===== src/rtl/serial_adder_pkg.sv =====
// Shared types and constants for the bit-serial adder.
package serial_adder_pkg;

  typedef enum logic [1:0] {
    IDLE = 2'd0,
    RUN  = 2'd1,
    DONE = 2'd2
  } state_t;

  localparam int DEFAULT_WIDTH = 8;

  // Counter must reach WIDTH itself, so it needs room for WIDTH+1 values.
  function automatic int cnt_width(input int w);
    return $clog2(w + 1);
  endfunction

endpackage


===== src/rtl/serial_adder_full_add_bit.sv =====
// One-bit full adder assembled from two half-add stages and an OR.
module full_add_bit (
  input  logic a,
  input  logic b,
  input  logic cin,
  output logic s,
  output logic co
);

  logic ha0_s_s;
  logic ha0_c_s;
  logic ha1_c_s;

  assign ha0_s_s = a ^ b;
  assign ha0_c_s = a & b;
  assign s       = ha0_s_s ^ cin;
  assign ha1_c_s = ha0_s_s & cin;
  assign co      = ha0_c_s | ha1_c_s;

endmodule


===== src/rtl/serial_adder.sv =====
// Bit-serial adder with valid/ready handshakes on both sides, LSB first.
// Define SERIAL_ADDER_SUB_EN to add the sub port and two's-complement subtract.
module serial_adder
  import serial_adder_pkg::*;
#(
  parameter int WIDTH = DEFAULT_WIDTH
) (
  input  logic             clk,
  input  logic             rst,
  input  logic             in_valid,
  output logic             in_ready,
  input  logic [WIDTH-1:0] a,
  input  logic [WIDTH-1:0] b,
`ifdef SERIAL_ADDER_SUB_EN
  input  logic             sub,
`endif
  output logic             out_valid,
  input  logic             out_ready,
  output logic [WIDTH-1:0] sum,
  output logic             cout
);

  localparam int CW = cnt_width(WIDTH);
  localparam logic [CW-1:0] CNT_LAST = CW'(WIDTH);

  state_t           state_r;
  state_t           state_n;
  logic [WIDTH-1:0] a_sh_r;
  logic [WIDTH-1:0] b_sh_r;
  logic [WIDTH-1:0] sum_sh_r;
  logic [WIDTH-1:0] sum_r;
  logic             carry_r;
  logic             cout_r;
  logic [CW-1:0]    cnt_r;
  logic             in_ready_r;
  logic             out_valid_r;
  logic             bit_s;
  logic             co_s;

  full_add_bit u_fa (
    .a   (a_sh_r[0]),
    .b   (b_sh_r[0]),
    .cin (carry_r),
    .s   (bit_s),
    .co  (co_s)
  );

  // Next-state decode for the IDLE/RUN/DONE controller.
  always_comb begin
    state_n = state_r;
    case (state_r)
      IDLE: begin
        if (in_valid) state_n = RUN;
        else          state_n = IDLE;
      end
      RUN: begin
        if (cnt_r == CNT_LAST) state_n = DONE;
        else                   state_n = RUN;
      end
      DONE: begin
        if (out_ready) state_n = IDLE;
        else           state_n = DONE;
      end
      default: state_n = IDLE;
    endcase
  end

  // State register plus handshake flags registered from the next state.
  always_ff @(posedge clk or posedge rst) begin
    if (rst) begin
      state_r     <= IDLE;
      in_ready_r  <= 1'b1;
      out_valid_r <= 1'b0;
    end else begin
      state_r     <= state_n;
      in_ready_r  <= (state_n == IDLE);
      out_valid_r <= (state_n == DONE);
    end
  end

  // Operand capture, one bit per RUN cycle, then a final cycle that publishes the result.
  always_ff @(posedge clk or posedge rst) begin
    if (rst) begin
      a_sh_r   <= {WIDTH{1'b0}};
      b_sh_r   <= {WIDTH{1'b0}};
      sum_sh_r <= {WIDTH{1'b0}};
      sum_r    <= {WIDTH{1'b0}};
      carry_r  <= 1'b0;
      cout_r   <= 1'b0;
      cnt_r    <= {CW{1'b0}};
    end else begin
      case (state_r)
        IDLE: begin
          if (in_valid) begin
            a_sh_r <= a;
`ifdef SERIAL_ADDER_SUB_EN
            b_sh_r  <= sub ? ~b : b;
            carry_r <= sub;
`else
            b_sh_r  <= b;
            carry_r <= 1'b0;
`endif
            cnt_r <= {CW{1'b0}};
          end
        end
        RUN: begin
          if (cnt_r != CNT_LAST) begin
            a_sh_r   <= {1'b0, a_sh_r[WIDTH-1:1]};
            b_sh_r   <= {1'b0, b_sh_r[WIDTH-1:1]};
            sum_sh_r <= {bit_s, sum_sh_r[WIDTH-1:1]};
            carry_r  <= co_s;
            cnt_r    <= cnt_r + CW'(1);
          end else begin
            sum_r  <= sum_sh_r;
            cout_r <= carry_r;
          end
        end
        DONE: begin
          sum_r <= sum_r;
        end
        default: begin
          cnt_r <= {CW{1'b0}};
        end
      endcase
    end
  end

  assign in_ready  = in_ready_r;
  assign out_valid = out_valid_r;
  assign sum       = sum_r;
  assign cout      = cout_r;

endmodule

===== config.mk =====
export PLATFORM = sky130hd
export DESIGN_NAME = serial_adder
export DESIGN_NICKNAME = d
export VERILOG_FILES = /design/src/rtl/serial_adder_pkg.sv /design/src/rtl/serial_adder_full_add_bit.sv /design/src/rtl/serial_adder.sv
export SDC_FILE = /design/constraint.sdc
export NUM_CORES = 1
export LEC_CHECK = 0
export CAP_MARGIN = 10
export CORE_MARGIN = 3
export CORE_UTILIZATION = 46
export DETAILED_ROUTE_END_ITERATION = 7
export PLACE_DENSITY = 0.73
export SKIP_LAST_GASP = 1
export SYNTH_ARGS = -nofsm -noshare
export SYNTH_HDL_FRONTEND = slang
export SYNTH_SLANG_ARGS = --single-unit
export TNS_END_PERCENT = 5

===== constraint.sdc =====
create_clock -name clk -period 2 [get_ports clk]
set_clock_uncertainty 0.05 [all_clocks]
set_input_delay 0.3 -clock clk [delete_from_list [all_inputs] [get_ports clk]]
set_output_delay 0.3 -clock clk [all_outputs]
set_load 0.05 [all_outputs]

Word-level counts from Yosys, hierarchy flattened
Index checks and enable logic that the tools add are counted.
- bits in registers: 42
- input port bits: 20
- output and inout port bits: 11
- add/sub/neg operators: 1
- equal/unequal tests: 7
- muxes and demuxes: 16
- bitwise operators: 7
- reduce and logical (&&, ||, !) cells: 7
- operator list (cell ; count):
    2-to-1 mux 8 bit ; 4
    case mux 8 bit (2 select lines) ; 2
    case mux 4 bit (3 select lines) ; 1
    2-to-1 mux 4 bit ; 2
    case mux 2 bit (3 select lines) ; 1
    AND reduction 3 bit ; 2
    adder 4 x 1 -> 4 bit (second input constant) ; 1
    equality test 2 bit (second input constant) ; 2
    equality test 4 bit (second input constant) ; 1
    logical NOT 2 bit ; 2
    2-to-1 mux 2 bit ; 2
    != test 2 bit (second input constant) ; 2
    != test 4 bit (second input constant) ; 1
    AND reduction 2 bit ; 2
    2-to-1 mux 1 bit ; 3
    AND 1 bit ; 2
    equality test 2 x 1 -> 1 bit (second input constant) ; 1
    NOT 1 bit ; 2
    case mux 1 bit (2 select lines) ; 1
    nonzero test 2 bit ; 1
    bitwise XOR 1 bit ; 2
    bitwise OR 1 bit ; 1

Depth between registers and ports, before layout
Gate-level depths: netlist (run 1).
- word-level depth: 5
- mapped depth: 6
- mapped depth without buffers: 5

Cells and area by module
A second synthesis (run 1) with hierarchy kept.
- cell total of the unflattened synthesis: 133
- area, all modules: 1933.1 µm²
- modules (own cells, without submodules) (module ; instances ; cells an instance ; area an instance (µm²) ; seq. area each (µm²)):
    serial_adder ; 1 ; 132 ; 1913.1 ; 1052.3
    full_add_bit ; 1 ; 1 ; 20.0 ; 0.0

Least setup slack after synthesis (run 1)
Ideal clock, no wire load.
- path type: reg-to-reg
- start: reg cnt_r[0]
- end: reg b_sh_r[1]
- setup time: 125 ps
- data arrival time: 1722 ps
- data required time: 1825 ps
- slack: 103 ps
- stages on the path, launching flop included: 7
- path buffers: 1
- period minus slack after synthesis: 1897 ps
- cell sequence: dfrtp_1 inv_1 ha_1 and3b_4 a211oi_4 buf_8 mux2_4
- word-level cells in the longest chain between the ends: 3
- RTL lines (what ; line ; source):
    start, declared ; serial_adder.sv:34 ; logic [CW-1:0] cnt_r;
    start signal, assigned ; serial_adder.sv:90 ; cnt_r <= {CW{1'b0}};
    start signal, assigned ; serial_adder.sv:103 ; cnt_r <= {CW{1'b0}};
    start signal, assigned ; serial_adder.sv:112 ; cnt_r <= cnt_r + CW'(1);
    != test 4 bit ; serial_adder.sv:107 ; if (cnt_r != CNT_LAST) begin
    != test 2 bit (no source line) ; -- ;
    AND reduction 3 bit (no source line) ; -- ;
    end signal, assigned ; serial_adder.sv:85 ; b_sh_r <= {WIDTH{1'b0}};
    end signal, assigned ; serial_adder.sv:109 ; b_sh_r <= {1'b0, b_sh_r[WIDTH-1:1]};
    end, declared ; serial_adder.sv:29 ; logic [WIDTH-1:0] b_sh_r;
No other way between the ends.
A chain may end at the register's enable or synchronous reset.

Worst setup path in the final report (run 1)
- start: reg cnt_r[0]
- end: reg b_sh_r[6]
Same word-level chain as after synthesis.

==> impl_metrics.yaml, run 1 <==
synthesis:
  synth_area_per_cell_um2: 13.9
  synth-main-ff-cell: "dfrtp_1"
  synth_top_cell_area_share: 0.537
  yosys_warnings: 0
  synth_nets: 160
  synth_area_um2: 1910
  synth_edf_count: 0
  yosys-top-cells-area: "dfrtp_1 54%, mux2_2 22%, mux2_4 3.9%, mux2i_1 2.1%, inv_1 1.8%"
  seq_area_frac_synth: 0.551
  syn_inst: 137
  yosysMostFrequentCell: "dfrtp_1"
  synthDistinctLibCells: 31
  synth_area_leader_cell: "dfrtp_1"
  async_flop_share: 1.00
  ys_ff_latch: 42
  synthTopCellsByCount: "41 x dfrtp_1, 37 x mux2_2, 9 x inv_1"
die:
  ioPinCount: 31
  dieArea_um2: 4960
  die_w_um: 70.4
  start_util: 0.499
  core_area_um2: 3830
  rows: 22
  die_h_um: 70.4
final_layout:
  syn2layout_area_growth_pct: 25.1
  multi_input_area_um2: 778
  fill_cells: 303
  n_antenna_cell: 0
  seq_area_um2: 1050
  final_nets: 197
  drive_gt1_frac: 0.343
clock_network:
  htree_num_levels: 2
  post-cts-setup-buffers: 0
  clk_path_buf_depth: 2
  cts_hold_buf: 0
  cts_made_buffers: 5
  cts_tree: "done"
  numClockSinks: 42
  clk_pin_slew_ns: 0.08
  ctsResizeCount: 0
  root_buffer: "clkbuf_8"
  insertion_delay_ns: 0.29
critical_path:
  cp_max_fo: 18
  path_class: "reg2reg"
  endpoint_kind: "register"
  start_kind: "register"
  required_ns: 2.12
  ff2ff_path_depth: 6
  cp.arrival_ns: 1.99
sta:
  rsz0062_at_grt: "no"
  setup_tns_ns: 0
  fin_crit_ns: 1.86
  setup_viol: 0
  tightest_slew_ns: 0.512
  fin_crit_sh: 0.932
  max-slew-margin-rel: 0.658
  slew_viol_final: 0
  hold_violations: 0
  fmax_mhz: 537
power:
  p_leak_nw: 1.10
  vdd_ir_drop_max_v: 0.000813
  p_total_mw: 4.05
  powerDensity_nw_per_um2: 1700
run_status:
  status: "finished, final reports clean"
place:
  io_buffers: 30
  gp_congestion: 0.776
  hpwl_um: 2210
route:
  drtAntennaViolNets: 0
  routed_via_density: 5.18
  num_vias: 1156
  drt_iter0_drc: 33
  first_pass_iters: 4
  wl_um: 3130
  drc: 0
  wl_per_cell_um: 14.0
grt:
  grt-ovfl-total: 0
  grt_use_total: 0.144
  grt_pass1_wl_um: 5550
  grt_max_degree: 43
  antenna_found_initial: 0
  grt_pass1_vias: 1205
job:
  maxCapViolations: 0
worst_hold_path:
  min_path_type: "in2async"
layout make-up:
type | count | area share
clock inverter | 2 | 0.0157
inverter | 9 | 0.0141
sequential | 42 | 0.440
timing repair buffer | 36 | 0.149
tap | 48 | 0.0251
multi-input combinational | 80 | 0.326
clock buffer | 6 | 0.0304
per-layer routing:
metal,vias up,routed length [µm],global-route usage
met3,4,153,0.0590
li1,554,-,-
met1,576,1390,0.176
met2,22,1530,0.222
met4,0,51,0.0638
met5,-,0,0
state kept, by name (all words and copies together) (netlist names):
| signal | cells |
|---|---|
| state_r | 2 |
| sum_sh_r | 8 |
| a_sh_r | 8 |
| cout | 1 |
| out_valid | 1 |
| in_ready | 1 |
| sum | 8 |
| carry_r | 1 |
| b_sh_r | 8 |
| cnt_r | 4 |
layout by cell type (no fill, tap or decap), types with 2 or more instances in the layout:
| cell type | count |
|---|---|
| ha_1 | 2 |
| clkdlybuf4s50_1 | 29 |
| mux2_4 | 5 |
| inv_1 | 9 |
| nor2_1 | 5 |
| buf_4 | 6 |
| a21o_1 | 2 |
| dfrtp_1 | 41 |
| mux2i_1 | 4 |
| clkbuf_8 | 5 |
| nand3_1 | 2 |
| o21ai_0 | 4 |
| a21oi_1 | 2 |
| nand2_1 | 2 |
| mux2_2 | 37 |
per-stage QoR:
stage | std cells | setup slack [ns] | hold WS, ns | util | cell area, µm²
3_3_place_gp | 215 | 0.182 | 0.437 | 0.596 | 2280
4_1_cts | 223 | 0.129 | 0.391 | 0.625 | 2390
3_5_place_dp | 215 | 0.144 | 0.444 | 0.596 | 2280
6_report | 223 | 0.136 | 0.384 | 0.625 | 2390
5_1_grt | 223 | 0.0564 | 0.447 | 0.625 | 2390
2_1_floorplan | 137 | 0.103 | 0.367 | - | 1910
path summary, 6_finish.rpt:
check / start / slack [ns] / endpoint
min in group clk: sum[2] / 0.46 / sum[2]
max: cnt_r[0] / 0.14 / b_sh_r[6]
min: rst / 0.38 / b_sh_r[3]
max in group asynchronous: rst / 1.15 / in_ready
max reg2reg: cnt_r[0] / 0.14 / b_sh_r[6]
min reg2reg: sum[2] / 0.46 / sum[2]
critical path, stage by stage, from the launching register on:
cell	delay (ns)
dfrtp_1	0.40
inv_1	0.06
ha_1	0.21
and3b_4	0.20
a211oi_4	0.27
buf_12	0.20
mux2_2	0.34
logic make-up (layout without fill, tap and decap cells):
logic type               count (synthesis)  count (layout)  share of synthesized area
AO/OA/AOI/OAI                           14              14                     0.0563
adder cells (fa/ha/maj)                  3               3                     0.0236
flip-flops                              42              42                      0.551
multiplexers                            46              46                      0.278
AND/OR/NAND/NOR                         17              17                     0.0491
buffers and inverters                   15              53                     0.0419
power by group:
| group | switching (mW) | internal, mW |
|---|---|---|
| Clock | 0.278 | 0.372 |
| Sequential | 0.209 | 1.23 |
| Combinational | 0.939 | 1.02 |
| Total | 1.43 | 2.63 |
Note: power is estimated with default switching activity, not from simulation.
==> run 2, diff against run 1 <==
- TNS_END_PERCENT: 5 -> 50
==> results of run 2 <==
Same layout as run 1: the final DEF is identical, and so are final timing and power.
